===== config.mk =====
export PLATFORM = sky130hd
export DESIGN_NAME = vga_ctrl
export DESIGN_NICKNAME = d
export VERILOG_FILES = /design/src/rtl/vga_pkg.sv /design/src/rtl/vga_timing.sv /design/src/rtl/vga_ctrl.sv
export SDC_FILE = /design/constraint.sdc
export NUM_CORES = 1
export LEC_CHECK = 0
export CORE_MARGIN = 5
export CORE_UTILIZATION = 53
export DETAILED_ROUTE_END_ITERATION = 6
export HOLD_SLACK_MARGIN = 0.12
export PLACE_DENSITY = 0.83
export SYNTH_ARGS = -nofsm -noshare
export SYNTH_HDL_FRONTEND = slang
export SYNTH_HIERARCHICAL = 1
export SYNTH_SLANG_ARGS = --single-unit
export TNS_END_PERCENT = 30

===== constraint.sdc =====
create_clock -name clk -period 3 [get_ports clk]
set_clock_uncertainty 0.2 [all_clocks]
set_input_delay 0.3 -clock clk [delete_from_list [all_inputs] [get_ports clk]]
set_output_delay 0.3 -clock clk [all_outputs]
set_load 0.02 [all_outputs]

===== src/rtl/vga_pkg.sv =====
// Purpose: shared VGA timing constants, colour types and the colour expansion helper.
// Latency: n/a (package only).
// Backpressure: n/a.
//
// Holds the default 640x480@60 timing, the derived sync positions and totals,
// and the RGB332 -> RGB444 expansion used by the output stage.
package vga_pkg;

    localparam int CLK_DIV = 4;   // system clocks per pixel

    localparam int H_VIS   = 640;
    localparam int H_FP    = 16;
    localparam int H_SYNC  = 96;
    localparam int H_BP    = 48;
    localparam int H_TOTAL = H_VIS + H_FP + H_SYNC + H_BP;   // 800

    localparam int V_VIS   = 480;
    localparam int V_FP    = 10;
    localparam int V_SYNC  = 2;
    localparam int V_BP    = 33;
    localparam int V_TOTAL = V_VIS + V_FP + V_SYNC + V_BP;   // 525

    // Sync pulse spans, inclusive at both ends.
    localparam int H_SYNC_START = H_VIS + H_FP;               // 656
    localparam int H_SYNC_END   = H_SYNC_START + H_SYNC - 1;  // 751
    localparam int V_SYNC_START = V_VIS + V_FP;               // 490
    localparam int V_SYNC_END   = V_SYNC_START + V_SYNC - 1;  // 491

    localparam int CNT_W = 10;    // h_cnt / v_cnt width

    typedef struct packed {
        logic [3:0] r;
        logic [3:0] g;
        logic [3:0] b;
    } rgb444_t;

    // RGB332 to RGB444: replicate the top bits into the new LSBs so that
    // full-scale input maps to full-scale output.
    function automatic rgb444_t expand_rgb332(input logic [7:0] c);
        rgb444_t o;
        o.r = {c[7:5], c[7]};
        o.g = {c[4:2], c[4]};
        o.b = {c[1:0], c[1:0]};
        return o;
    endfunction

endpackage


===== src/rtl/vga_timing.sv =====
// Purpose: pixel-rate divider plus horizontal/vertical raster counters (stage 0).
// Latency: all outputs are combinational from the counter state.
// Backpressure: none; free-running raster.
//
// Ports: clk, rst_n (async, active-low); pix_en (one clk per pixel),
// pix_valid/pix_x/pix_y (visible-region position), hs0/vs0 (active-low
// stage-0 sync), frame_tick (pulse entering vertical blanking).
module vga_timing #(
    parameter int CLK_DIV = 4,
    parameter int H_VIS   = 640,
    parameter int H_FP    = 16,
    parameter int H_SYNC  = 96,
    parameter int H_BP    = 48,
    parameter int V_VIS   = 480,
    parameter int V_FP    = 10,
    parameter int V_SYNC  = 2,
    parameter int V_BP    = 33
) (
    input  logic       clk,
    input  logic       rst_n,
    output logic       pix_en,
    output logic       pix_valid,
    output logic [9:0] pix_x,
    output logic [8:0] pix_y,
    output logic       hs0,
    output logic       vs0,
    output logic       frame_tick
);
    import vga_pkg::*;

    localparam int H_TOT = H_VIS + H_FP + H_SYNC + H_BP;
    localparam int V_TOT = V_VIS + V_FP + V_SYNC + V_BP;
    localparam int HS_B  = H_VIS + H_FP;
    localparam int HS_E  = HS_B + H_SYNC - 1;
    localparam int VS_B  = V_VIS + V_FP;
    localparam int VS_E  = VS_B + V_SYNC - 1;
    localparam int DIV_W = (CLK_DIV > 1) ? $clog2(CLK_DIV) : 1;

    logic [DIV_W-1:0] div_cnt;
    logic [CNT_W-1:0] h_cnt;
    logic [CNT_W-1:0] v_cnt;
    logic             h_last;
    logic             v_last;

    assign pix_en = (div_cnt == DIV_W'(CLK_DIV - 1));
    assign h_last = (h_cnt == CNT_W'(H_TOT - 1));
    assign v_last = (v_cnt == CNT_W'(V_TOT - 1));

    always_ff @(posedge clk or negedge rst_n) begin
        if (!rst_n) begin
            div_cnt <= '0;
        end else if (pix_en) begin
            div_cnt <= '0;
        end else begin
            div_cnt <= div_cnt + DIV_W'(1);
        end
    end

    // v_cnt only moves on the pixel where the line wraps.
    always_ff @(posedge clk or negedge rst_n) begin
        if (!rst_n) begin
            h_cnt <= '0;
            v_cnt <= '0;
        end else if (pix_en) begin
            if (h_last) begin
                h_cnt <= '0;
                v_cnt <= v_last ? '0 : v_cnt + CNT_W'(1);
            end else begin
                h_cnt <= h_cnt + CNT_W'(1);
            end
        end
    end

    assign pix_valid  = (h_cnt < CNT_W'(H_VIS)) && (v_cnt < CNT_W'(V_VIS));
    assign pix_x      = pix_valid ? h_cnt : '0;
    assign pix_y      = pix_valid ? v_cnt[8:0] : '0;
    assign hs0        = !((h_cnt >= CNT_W'(HS_B)) && (h_cnt <= CNT_W'(HS_E)));
    assign vs0        = !((v_cnt >= CNT_W'(VS_B)) && (v_cnt <= CNT_W'(VS_E)));
    // High for the clk whose edge moves the raster from the last visible
    // line into vertical blanking.
    assign frame_tick = pix_en && h_last && (v_cnt == CNT_W'(V_VIS - 1));

endmodule


===== src/rtl/vga_ctrl.sv =====
// Purpose: VGA controller top: raster timing plus registered sync and colour outputs.
// Latency: hsync/vsync/vga_* lag the counters (pix_x/pix_y) by one pixel period.
// Backpressure: none; rgb_in must be valid on every pix_en cycle.
//
// Ports: clk, rst_n (async, active-low); rgb_in RGB332 from the picture stage;
// pix_x/pix_y/pix_valid raster position to the picture stage; frame_tick to
// game logic; hsync/vsync active-low; vga_r/g/b 4-bit DAC drive.
module vga_ctrl #(
    parameter int CLK_DIV = vga_pkg::CLK_DIV,
    parameter int H_VIS   = vga_pkg::H_VIS,
    parameter int H_FP    = vga_pkg::H_FP,
    parameter int H_SYNC  = vga_pkg::H_SYNC,
    parameter int H_BP    = vga_pkg::H_BP,
    parameter int V_VIS   = vga_pkg::V_VIS,
    parameter int V_FP    = vga_pkg::V_FP,
    parameter int V_SYNC  = vga_pkg::V_SYNC,
    parameter int V_BP    = vga_pkg::V_BP
) (
    input  logic       clk,
    input  logic       rst_n,
    input  logic [7:0] rgb_in,
    output logic [9:0] pix_x,
    output logic [8:0] pix_y,
    output logic       pix_valid,
    output logic       frame_tick,
    output logic       hsync,
    output logic       vsync,
    output logic [3:0] vga_r,
    output logic [3:0] vga_g,
    output logic [3:0] vga_b
);
    import vga_pkg::*;

    logic    pix_en;
    logic    hs0;
    logic    vs0;
    rgb444_t col_q;

    vga_timing #(
        .CLK_DIV (CLK_DIV),
        .H_VIS   (H_VIS),
        .H_FP    (H_FP),
        .H_SYNC  (H_SYNC),
        .H_BP    (H_BP),
        .V_VIS   (V_VIS),
        .V_FP    (V_FP),
        .V_SYNC  (V_SYNC),
        .V_BP    (V_BP)
    ) u_timing (
        .clk        (clk),
        .rst_n      (rst_n),
        .pix_en     (pix_en),
        .pix_valid  (pix_valid),
        .pix_x      (pix_x),
        .pix_y      (pix_y),
        .hs0        (hs0),
        .vs0        (vs0),
        .frame_tick (frame_tick)
    );

    // Sync and colour share one register stage so they stay aligned with
    // each other; rgb_in is only looked at on pix_en.
    always_ff @(posedge clk or negedge rst_n) begin
        if (!rst_n) begin
            hsync <= 1'b1;
            vsync <= 1'b1;
            col_q <= '0;
        end else if (pix_en) begin
            hsync <= hs0;
            vsync <= vs0;
            col_q <= pix_valid ? expand_rgb332(rgb_in) : '0;
        end
    end

    assign vga_r = col_q.r;
    assign vga_g = col_q.g;
    assign vga_b = col_q.b;

endmodule


==> impl_metrics.py, run 1 <==
metrics = {
    "outcome": {
        "status": "completed",
    },
    "routing": {
        "wl_per_cell_um": 15.1,
        "routed_wl_um": 4170,
        "ant_nets": 0,
        "vias": 1552,
        "drt_iter0_markers": 70,
        "routed_via_density": 5.62,
        "drtPass1Iterations": 4,
        "drc": 0,
    },
    "final_layout": {
        "seq_area_um2": 803,
        "nets": 244,
        "diodes": 0,
        "multi_input_area_um2": 925,
        "area_growth_pct": 26.1,
        "fillerInstances": 292,
        "fin_util": 0.700,
        "drive_above_1_share": 0.139,
        "fin_area_mm2": 0.00235,
    },
    "timing": {
        "final-hold-violation-count": 0,
        "worst_pin_slew_ps": 692,
        "finalSetupViolCount": 0,
        "max_freq_mhz": 358,
        "period_needed_ps": 2800,
        "period_share": 0.932,
        "setup_ws_ps": 203,
        "slew_headroom": 0.532,
        "final.setup.tns_ps": 0,
        "holdWs_ps": 152,
        "rsz0062_at_grt": "false",
        "drv_slew": 0,
    },
    "synthesis": {
        "synth_nets": 200,
        "syn-cell-area_mm2": 0.00187,
        "postSynthAreaPerCell_um2": 10.1,
        "synthTopCellsByCount": "dfrtp_1, and2_1, nand3_1",
        "synthArstFlopShare": 1.00,
        "synth_top_area_share": 0.402,
        "synth-seq-area-share": 0.430,
        "synth-seq-cells": 32,
        "synth_ff_type": "dfrtp_1",
        "synth_most_common_cell": "dfrtp_1",
        "yosysTopAreaCell": "dfrtp_1",
        "yosys_warnings": 6,
        "yosysUniqueCellTypes": 48,
        "synthCells": 185,
        "yosys-top-cells-area": "dfrtp_1, and2_1, nand3_1, o21ai_2, xnor2_1",
        "synth_edf_count": 0,
    },
    "floorplan": {
        "initial_core_util": 0.555,
        "die_h_um": 69.4,
        "num_rows": 21,
        "dieArea_mm2": 0.00481,
        "io_pins": 45,
        "die_width_um": 69.4,
        "fp.coreArea_mm2": 0.00336,
    },
    "clock_tree": {
        "cts_buffer_depth": 2,
        "cts_resized": 1,
        "cts_max_level": 2,
        "cts-root-buf": "clkbuf_4",
        "cts_sinks": 32,
        "tritoncts": "yes",
        "worstSkewPairLatency_ps": 330,
        "cts_buffers": 5,
        "ctsHoldBuffers": 0,
        "post_cts_buffers": 0,
        "clkTransAtPathRegs_ps": 100,
    },
    "critical_path": {
        "cpPeakStageDelay_ps": 600,
        "criticalPathCategory": "reg2out",
        "startpoint_type": "flop",
        "cp-end-kind": "output pin",
        "path_max_fanout": 16,
        "crit_chain": "and4_2, nor3_2, buf_4, and2_1, clkdlybuf4s50_1",
        "required_ps": 2500,
        "r2r_setup_slack_ps": 570,
        "crit_slowest_cell": "clkdlybuf4s50_1",
        "cp.arrival_ps": 2300,
    },
    "placed_design": {
        "dp_slack_ps": 353,
        "place_area_mm2": 0.00230,
        "port_buffers": 44,
        "gp_congestion": 0.883,
        "dp_hpwl_um": 2990,
    },
    "global_routing": {
        "grt_pass1_wl_um": 7130,
        "grt_usage": 0.182,
        "grt-ovfl-total": 0,
        "grt_max_degree": 33,
        "grt_pass1_vias": 1536,
        "antenna_found_initial": 0,
    },
    "job": {
        "maxCapViolations": 0,
    },
    "min_path": {
        "hp-class": "in2async",
    },
    "pwr": {
        "leakagePower_nw": 0.960,
        "powerDensity_mw_per_mm2": 308,
        "ir_drop_mv": 0.210,
    },
}
## power breakdown
part | switching [mW] | internal [mW] | total [mW]
Sequential | 0.00364 | 0.437 | 0.440
Clock | 0.137 | 0.0912 | 0.229
Combinational | 0.0274 | 0.0282 | 0.0556
## area by class of cell
| class | instances | share of cell area |
|---|---|---|
| repair buffers | 48 | 0.199 |
| clock buffers | 7 | 0.0191 |
| inverters | 13 | 0.0207 |
| multi-input cells | 129 | 0.393 |
| well taps | 46 | 0.0245 |
| clock inverters | 1 | 0.00213 |
| flip-flops and latches | 32 | 0.341 |
## state kept, by name, indices dropped and copies added, names as in the netlist
name,cells
hsync,1
u_timing/div_cnt,2
u_timing/h_cnt,10
u_timing/v_cnt,10
vga_b,2
vga_g,3
vga_r,3
vsync,1
## cells by family (layout without fill, tap and decap cells)
group | Yosys count | in the layout | share of synthesized area
buf+inv | 24 | 69 | 0.0751
simple gates | 84 | 84 | 0.286
flops | 32 | 32 | 0.430
mux | 3 | 3 | 0.0214
fa+ha+maj | 5 | 5 | 0.0335
xor+xnor | 11 | 11 | 0.0516
compound gates | 26 | 26 | 0.103
## per-stage QoR
step | cells | total power, mW
after floorplan | 185 | 0.469
after global placement | 268 | 0.504
after detailed placement | 268 | 0.506
after CTS | 276 | 0.735
after global routing | 276 | 0.767
final | 276 | 0.724
## path summary, 6_finish.rpt
| kind | from | end | cells after the start |
|---|---|---|---|
| max | u_timing/v_cnt[5] | pix_y[8] | 5 |
| min | rst_n | u_timing/h_cnt[1] | 2 |
| max reg2reg | u_timing/div_cnt[0] | u_timing/v_cnt[2] | 6 |
| min reg2reg | u_timing/div_cnt[0] | u_timing/div_cnt[0] | 1 |
| max in group asynchronous | rst_n | hsync | 2 |
| min in group clk | u_timing/div_cnt[0] | u_timing/div_cnt[0] | 1 |
## cells in the final DEF (no fill, tap or decap), types with 4 or more instances in the layout
cell and instances:
clkdlybuf4s50_1 43, dfrtp_1 30, and2_1 15, nand3_1 14
inv_1 13, nand2_1 11, o21ai_2 8, nor2_1 8
xnor2_1 8, clkbuf_4 5, and3_1 5, o21ai_0 5
ha_1 5, buf_4 4, nor4_1 4
## worst max-delay path: cells and delay by family (launching register included)
kind / cells / cell delay (ps)
and+or+nand+nor: 3 / 680
buffers and inverters: 2 / 840
DFF: 1 / 460
## metal layers
layer | wire length, um | GRT usage | up-vias
li1 | - | - | 736
met2 | 1860 | 0.287 | 70
met5 | 0 | 0 | -
met1 | 1920 | 0.227 | 730
met4 | 74 | 0.0586 | 0
met3 | 310 | 0.0725 | 16
Power figures use the tool's default switching activity.
==> inputs of run 2 (changes only) <==
--- a/config.mk
+++ b/config.mk
@@ -5,11 +5,12 @@
 export SDC_FILE = /design/constraint.sdc
 export NUM_CORES = 1
 export LEC_CHECK = 0
+export ABC_AREA = 1
 export CORE_MARGIN = 5
 export CORE_UTILIZATION = 53
 export DETAILED_ROUTE_END_ITERATION = 6
 export HOLD_SLACK_MARGIN = 0.12
-export PLACE_DENSITY = 0.83
+export PLACE_DENSITY = 0.82
 export SYNTH_ARGS = -nofsm -noshare
 export SYNTH_HDL_FRONTEND = slang
 export SYNTH_HIERARCHICAL = 1
==> run 2 against run 1 <==
  * Register-to-register slack improved by 540 ps
  * Largest power group unchanged
  * Critical path depth increased by 2
  * First-iteration DRC count up 86%
  * Sequential power barely moved
  * Critical endpoint is now pix_x[5]
==> impl_metrics.py, run 2 <==
metrics = {
    "outcome": {
        "status": "completed",
    },
    "synthesis": {
        "yosys-top-cells-area": "dfrtp_1, nand2_1, nor2_1, nand3_1, inv_1",
        "synthTopCellsByCount": "nand2_1, nor2_1, inv_1",
        "synth_fa_ha_area_frac": 0.0328,
        "synth-seq-cells": 32,
        "synth_compound_area_frac": 0.0538,
        "synth-seq-area-share": 0.422,
        "synthCells": 248,
        "synth_nets": 263,
        "synth_xor_area_frac": 0.0322,
        "synthArstFlopShare": 1.00,
        "yosys_warnings": 6,
        "synth_top_area_share": 0.394,
        "muxShareOfSynthArea": 0,
        "synth_ff_type": "dfrtp_1",
        "synth_top_family_by_area": "simple AND/OR/NAND/NOR gates",
        "synth_most_common_cell": "nand2_1",
        "yosysTopAreaCell": "dfrtp_1",
        "syn-cell-area_mm2": 0.00191,
        "synthSimpleGateAreaFrac": 0.345,
        "postSynthAreaPerCell_um2": 7.68,
        "synth_edf_count": 0,
        "yosysUniqueCellTypes": 30,
    },
    "clock_tree": {
        "cts-root-buf": "clkbuf_4",
        "clkTransAtPathRegs_ps": 100,
        "post_cts_buffers": 0,
        "worstSkewPairLatency_ps": 320,
        "cts_sinks": 32,
        "tritoncts": "yes",
        "cts_max_level": 2,
        "ctsHoldBuffers": 0,
        "cts_buffers": 5,
        "cts_buffer_depth": 2,
    },
    "routing": {
        "drt_iter0_markers": 130,
        "routed_via_density": 5.00,
        "vias": 1701,
        "drc": 0,
        "routed_wl_um": 4260,
        "wl_per_cell_um": 12.5,
        "drtPass1Iterations": 4,
        "ant_nets": 0,
    },
    "timing": {
        "period_share": 0.957,
        "worst_pin_slew_ps": 416,
        "drv_slew": 0,
        "setup_ws_ps": 128,
        "slew_headroom": 0.722,
        "period_needed_ps": 2870,
        "finalSetupViolCount": 0,
        "final-hold-violation-count": 0,
        "max_freq_mhz": 348,
    },
    "critical_path": {
        "r2r_end": "u_timing/v_cnt[5]",
        "cp-end-kind": "output pin",
        "r2r_setup_slack_ps": 1110,
        "path_max_fanout": 11,
        "required_ps": 2500,
        "reg2reg_depth": 8,
        "cp.arrival_ps": 2370,
        "criticalPathCategory": "reg2out",
        "r2r_start": "u_timing/h_cnt[1]",
        "startpoint_type": "flop",
    },
    "final_layout": {
        "diodes": 0,
        "fin_area_mm2": 0.00243,
        "final_cell_mix": "nand2_1, clkdlybuf4s50_1, nor2_1",
        "drive_above_1_share": 0.0986,
        "area_growth_pct": 27.5,
        "reg_top3": "u_timing/h_cnt: 10 flops, u_timing/v_cnt: 10 flops",
        "mostFrequentLayoutCell": "nand2_1",
        "nets": 308,
        "instances_no_fill": 340,
    },
    "pwr": {
        "leakagePower_nw": 1.18,
        "ir_drop_mv": 0.199,
        "powerDensity_mw_per_mm2": 333,
    },
    "global_routing": {
        "grt_pass1_wl_um": 7160,
        "grt_max_degree": 33,
        "grt-ovfl-total": 0,
        "grt_usage": 0.179,
        "grt_pass1_vias": 1566,
        "antenna_found_initial": 0,
    },
    "placed_design": {
        "gp_congestion": 0.907,
        "place_area_mm2": 0.00234,
        "port_buffers": 44,
        "dp_hpwl_um": 3060,
        "dp_slack_ps": 496,
        "placed_cells": 332,
    },
    "floorplan": {
        "die_h_um": 70.0,
        "die_width_um": 70.0,
        "num_rows": 21,
        "io_pins": 45,
        "initial_core_util": 0.558,
        "dieArea_mm2": 0.00489,
        "fp.coreArea_mm2": 0.00342,
    },
    "job": {
        "maxCapViolations": 0,
    },
    "min_path": {
        "hp-class": "in2async",
    },
}
[run 2: changes by cell type after synthesis, moves of 5 or more]
cell | previous run | this run
and2_1 | 15 | 0
and3_1 | 5 | 0
inv_1 | 13 | 32
nand2_1 | 11 | 63
nand3_1 | 14 | 26
nor2_1 | 8 | 36
o21ai_2 | 8 | 3
xnor2_1 | 8 | 0
[run 2: report_power, final]
part	internal [mW]	switching [mW]
sequential	0.437	0.00340
clock	0.175	0.142
combinational	0.0271	0.0263
[run 2: critical path: stages, from the launching register on]
cell	delay [ps]
dfrtp_1	480
inv_2	130
nor3_1	70
nor2_1	200
nand3_4	210
buf_4	230
nor2_1	120
clkdlybuf4s50_1	620
[run 2: repair_timing]
action                                  CTS  global route
resized for setup                         0             2
endpoints found under the hold margin     0             0
endpoints found under the setup margin    0             3
[run 2: worst max-delay path by stage]
stage	start	to	slack [ps]	cells after the start
final	u_timing/h_cnt[7]	pix_x[5]	130	7
after detailed placement	u_timing/h_cnt[7]	pix_x[8]	500	8
after global placement	u_timing/h_cnt[1]	frame_tick	530	8
after global routing	u_timing/h_cnt[8]	pix_x[5]	-30	7
after CTS	u_timing/h_cnt[7]	pix_x[8]	120	8
after floorplan	u_timing/h_cnt[1]	frame_tick	1130	8
[run 2: area by class of cell]
type / count / area (um2)
multi-input combinational: 171 / 891
fill: 266 / 986
clock buffer: 6 / 41.3
timing repair buffer: 47 / 463
sequential: 32 / 803
tap: 46 / 57.6
inverter: 36 / 139
clock inverter: 2 / 35.0
[run 2: cells by family after synthesis]
family	after synthesis
XOR/XNOR	7
flip-flops	32
buffers and inverters	45
AND/OR/NAND/NOR	142
AO/OA/AOI/OAI	17
adder cells (fa/ha/maj)	5
[run 2: per-stage QoR]
step	utilization	hold WS, ps	TNS, ps	total power [mW]
floorplan	-	-196	0	0.467
global placement	0.686	222	0	0.502
detailed placement	0.686	220	0	0.503
CTS	0.708	170	0	0.825
global route	0.711	189	-30.6	0.849
finish	0.711	166	0	0.810
[run 2: layer usage]
metal  track usage  vias to the layer above  part of all wire
met1         0.245                      765              0.46
met5             0                        -                 0
met3        0.0387                        5             0.078
li1              -                      862                 -
met2         0.278                       69              0.45
met4        0.0638                        0             0.014
==> inputs of run 3 (changes only) <==
--- a/config.mk
+++ b/config.mk
@@ -6,11 +6,11 @@
 export NUM_CORES = 1
 export LEC_CHECK = 0
 export ABC_AREA = 1
-export CORE_MARGIN = 5
 export CORE_UTILIZATION = 53
+export CTS_BUF_LIST = sky130_fd_sc_hd__clkbuf_16
 export DETAILED_ROUTE_END_ITERATION = 6
 export HOLD_SLACK_MARGIN = 0.12
-export PLACE_DENSITY = 0.82
+export PLACE_DENSITY_LB_ADDON = 0.25
 export SYNTH_ARGS = -nofsm -noshare
 export SYNTH_HDL_FRONTEND = slang
 export SYNTH_HIERARCHICAL = 1
==> run 3 against run 2 <==
  * Sequential cell count is the same
  * Critical path depth rose by 1
  * Maximum frequency rose by 5.3%
  * Non-clock buffer count stayed put
  * Largest cell class unchanged
==> impl_metrics.py, run 3 (synthesis gave the netlist of run 2 again) <==
metrics = {
    "timing": {
        "max_freq_mhz": 367,
        "worst_pin_slew_ps": 406,
        "slew_headroom": 0.729,
        "finalSetupViolCount": 0,
        "period_share": 0.909,
        "final.setup.tns_ps": 0,
        "holdWs_ps": 227,
        "period_needed_ps": 2730,
        "final-hold-violation-count": 0,
        "rsz0062_at_grt": "false",
        "drv_slew": 0,
    },
    "final_layout": {
        "reg_top3": "u_timing/h_cnt: 10 flops, u_timing/v_cnt: 10 flops",
        "area_growth_pct": 29.9,
        "diodes": 0,
        "drive_above_1_share": 0.0922,
        "mostFrequentLayoutCell": "nand2_1",
        "nets": 308,
        "final_cell_mix": "nand2_1, clkdlybuf4s50_1, nor2_1",
        "instances_no_fill": 339,
    },
    "critical_path": {
        "cp_num_buf_inv": 1,
        "criticalPathCategory": "reg2out",
        "reg2reg_depth": 9,
        "required_ps": 2500,
        "cpPeakStageDelay_ps": 600,
        "startpoint_type": "flop",
        "critical_path_depth": 8,
        "cp-end-kind": "output pin",
        "path_max_fanout": 17,
        "path_delay_family": "simple AND/OR/NAND/NOR gates",
        "crit_slowest_cell": "clkdlybuf4s50_1",
        "r2r_setup_slack_ps": 1130,
        "r2r_start": "u_timing/div_cnt[0]",
        "cp.arrival_ps": 2230,
        "crit_chain": "ha_1, nand3_2, nor2_4, nand2_4, nor2_8, nand2_2, nor2_2, clkdlybuf4s50_1",
        "r2r_end": "u_timing/h_cnt[7]",
    },
    "pwr": {
        "powerDensity_mw_per_mm2": 388,
        "ir_drop_mv": 0.264,
        "leakagePower_nw": 1.21,
        "p_total_mw": 0.961,
    },
    "floorplan": {
        "io_pins": 45,
        "num_rows": 21,
        "dieArea_mm2": 0.00384,
        "fp.coreArea_mm2": 0.00339,
        "initial_core_util": 0.562,
        "die_width_um": 62.0,
        "die_h_um": 62.0,
    },
    "routing": {
        "routed_via_density": 5.11,
        "drtPass1Iterations": 4,
        "drt_iter0_markers": 120,
        "vias": 1733,
        "drc": 0,
        "routed_wl_um": 4170,
        "wl_per_cell_um": 12.3,
        "ant_nets": 0,
    },
    "placed_design": {
        "port_buffers": 44,
        "placed_cells": 332,
        "dp_hpwl_um": 2910,
        "gp_congestion": 0.906,
    },
    "clock_tree": {
        "cts_max_level": 2,
        "tritoncts": "yes",
        "cts_buffer_depth": 2,
        "post_cts_buffers": 0,
        "cts_buffers": 5,
        "cts_sinks": 32,
        "ctsHoldBuffers": 0,
        "cts_resized": 0,
        "cts-root-buf": "clkbuf_16",
        "worstSkewPairLatency_ps": 280,
        "clkTransAtPathRegs_ps": 50,
    },
    "min_path": {
        "hp-class": "in2async",
    },
    "global_routing": {
        "grt_pass1_wl_um": 6690,
        "grt_pass1_vias": 1507,
        "antenna_found_initial": 0,
        "grt_usage": 0.246,
        "grt-ovfl-total": 0,
        "grt_max_degree": 33,
    },
    "outcome": {
        "status": "completed",
    },
    "job": {
        "maxCapViolations": 0,
    },
}
[run 3: layer usage]
| metal | up-vias | wire length [um] | global-route usage | share of wire |
|---|---|---|---|---|
| li1 | 861 | - | - | - |
| met1 | 792 | 1840 | 0.323 | 0.44 |
| met2 | 74 | 1950 | 0.391 | 0.47 |
| met3 | 6 | 318 | 0.0704 | 0.076 |
| met4 | 0 | 59 | 0.0794 | 0.014 |
| met5 | - | 0 | 0 | 0 |
[run 3: worst max-delay path by stage]
| stage | from | slack (ps) | end |
|---|---|---|---|
| after CTS | u_timing/h_cnt[1] | 270 | frame_tick |
| after global routing | u_timing/h_cnt[7] | 150 | pix_x[8] |
| after global placement | u_timing/h_cnt[1] | 630 | frame_tick |
| after detailed placement | u_timing/h_cnt[1] | 580 | frame_tick |
| after floorplan | u_timing/h_cnt[1] | 1130 | frame_tick |
| final | u_timing/h_cnt[1] | 270 | frame_tick |
[run 3: stage by stage]
stage | setup WS, ps | utilization | area, um2
detailed placement | 578 | 0.691 | 2340
floorplan | 1130 | - | 1910
finish | 272 | 0.731 | 2480
global placement | 633 | 0.691 | 2340
CTS | 273 | 0.731 | 2480
global route | 151 | 0.731 | 2480
[run 3: cell type report]
cell class / count / area, um2
clock buffer: 5 / 125
clock inverter: 2 / 8.76
fill: 251 / 913
inverter: 36 / 135
multi-input combinational: 171 / 883
sequential: 32 / 803
tap: 46 / 57.6
timing repair buffer: 47 / 463
[run 3: report_power, final]
part           total (mW)  internal (mW)  switching [mW]
Clock               0.467          0.297           0.170
Combinational      0.0533         0.0271          0.0262
Sequential          0.442          0.438         0.00337
Total               0.961          0.762           0.199
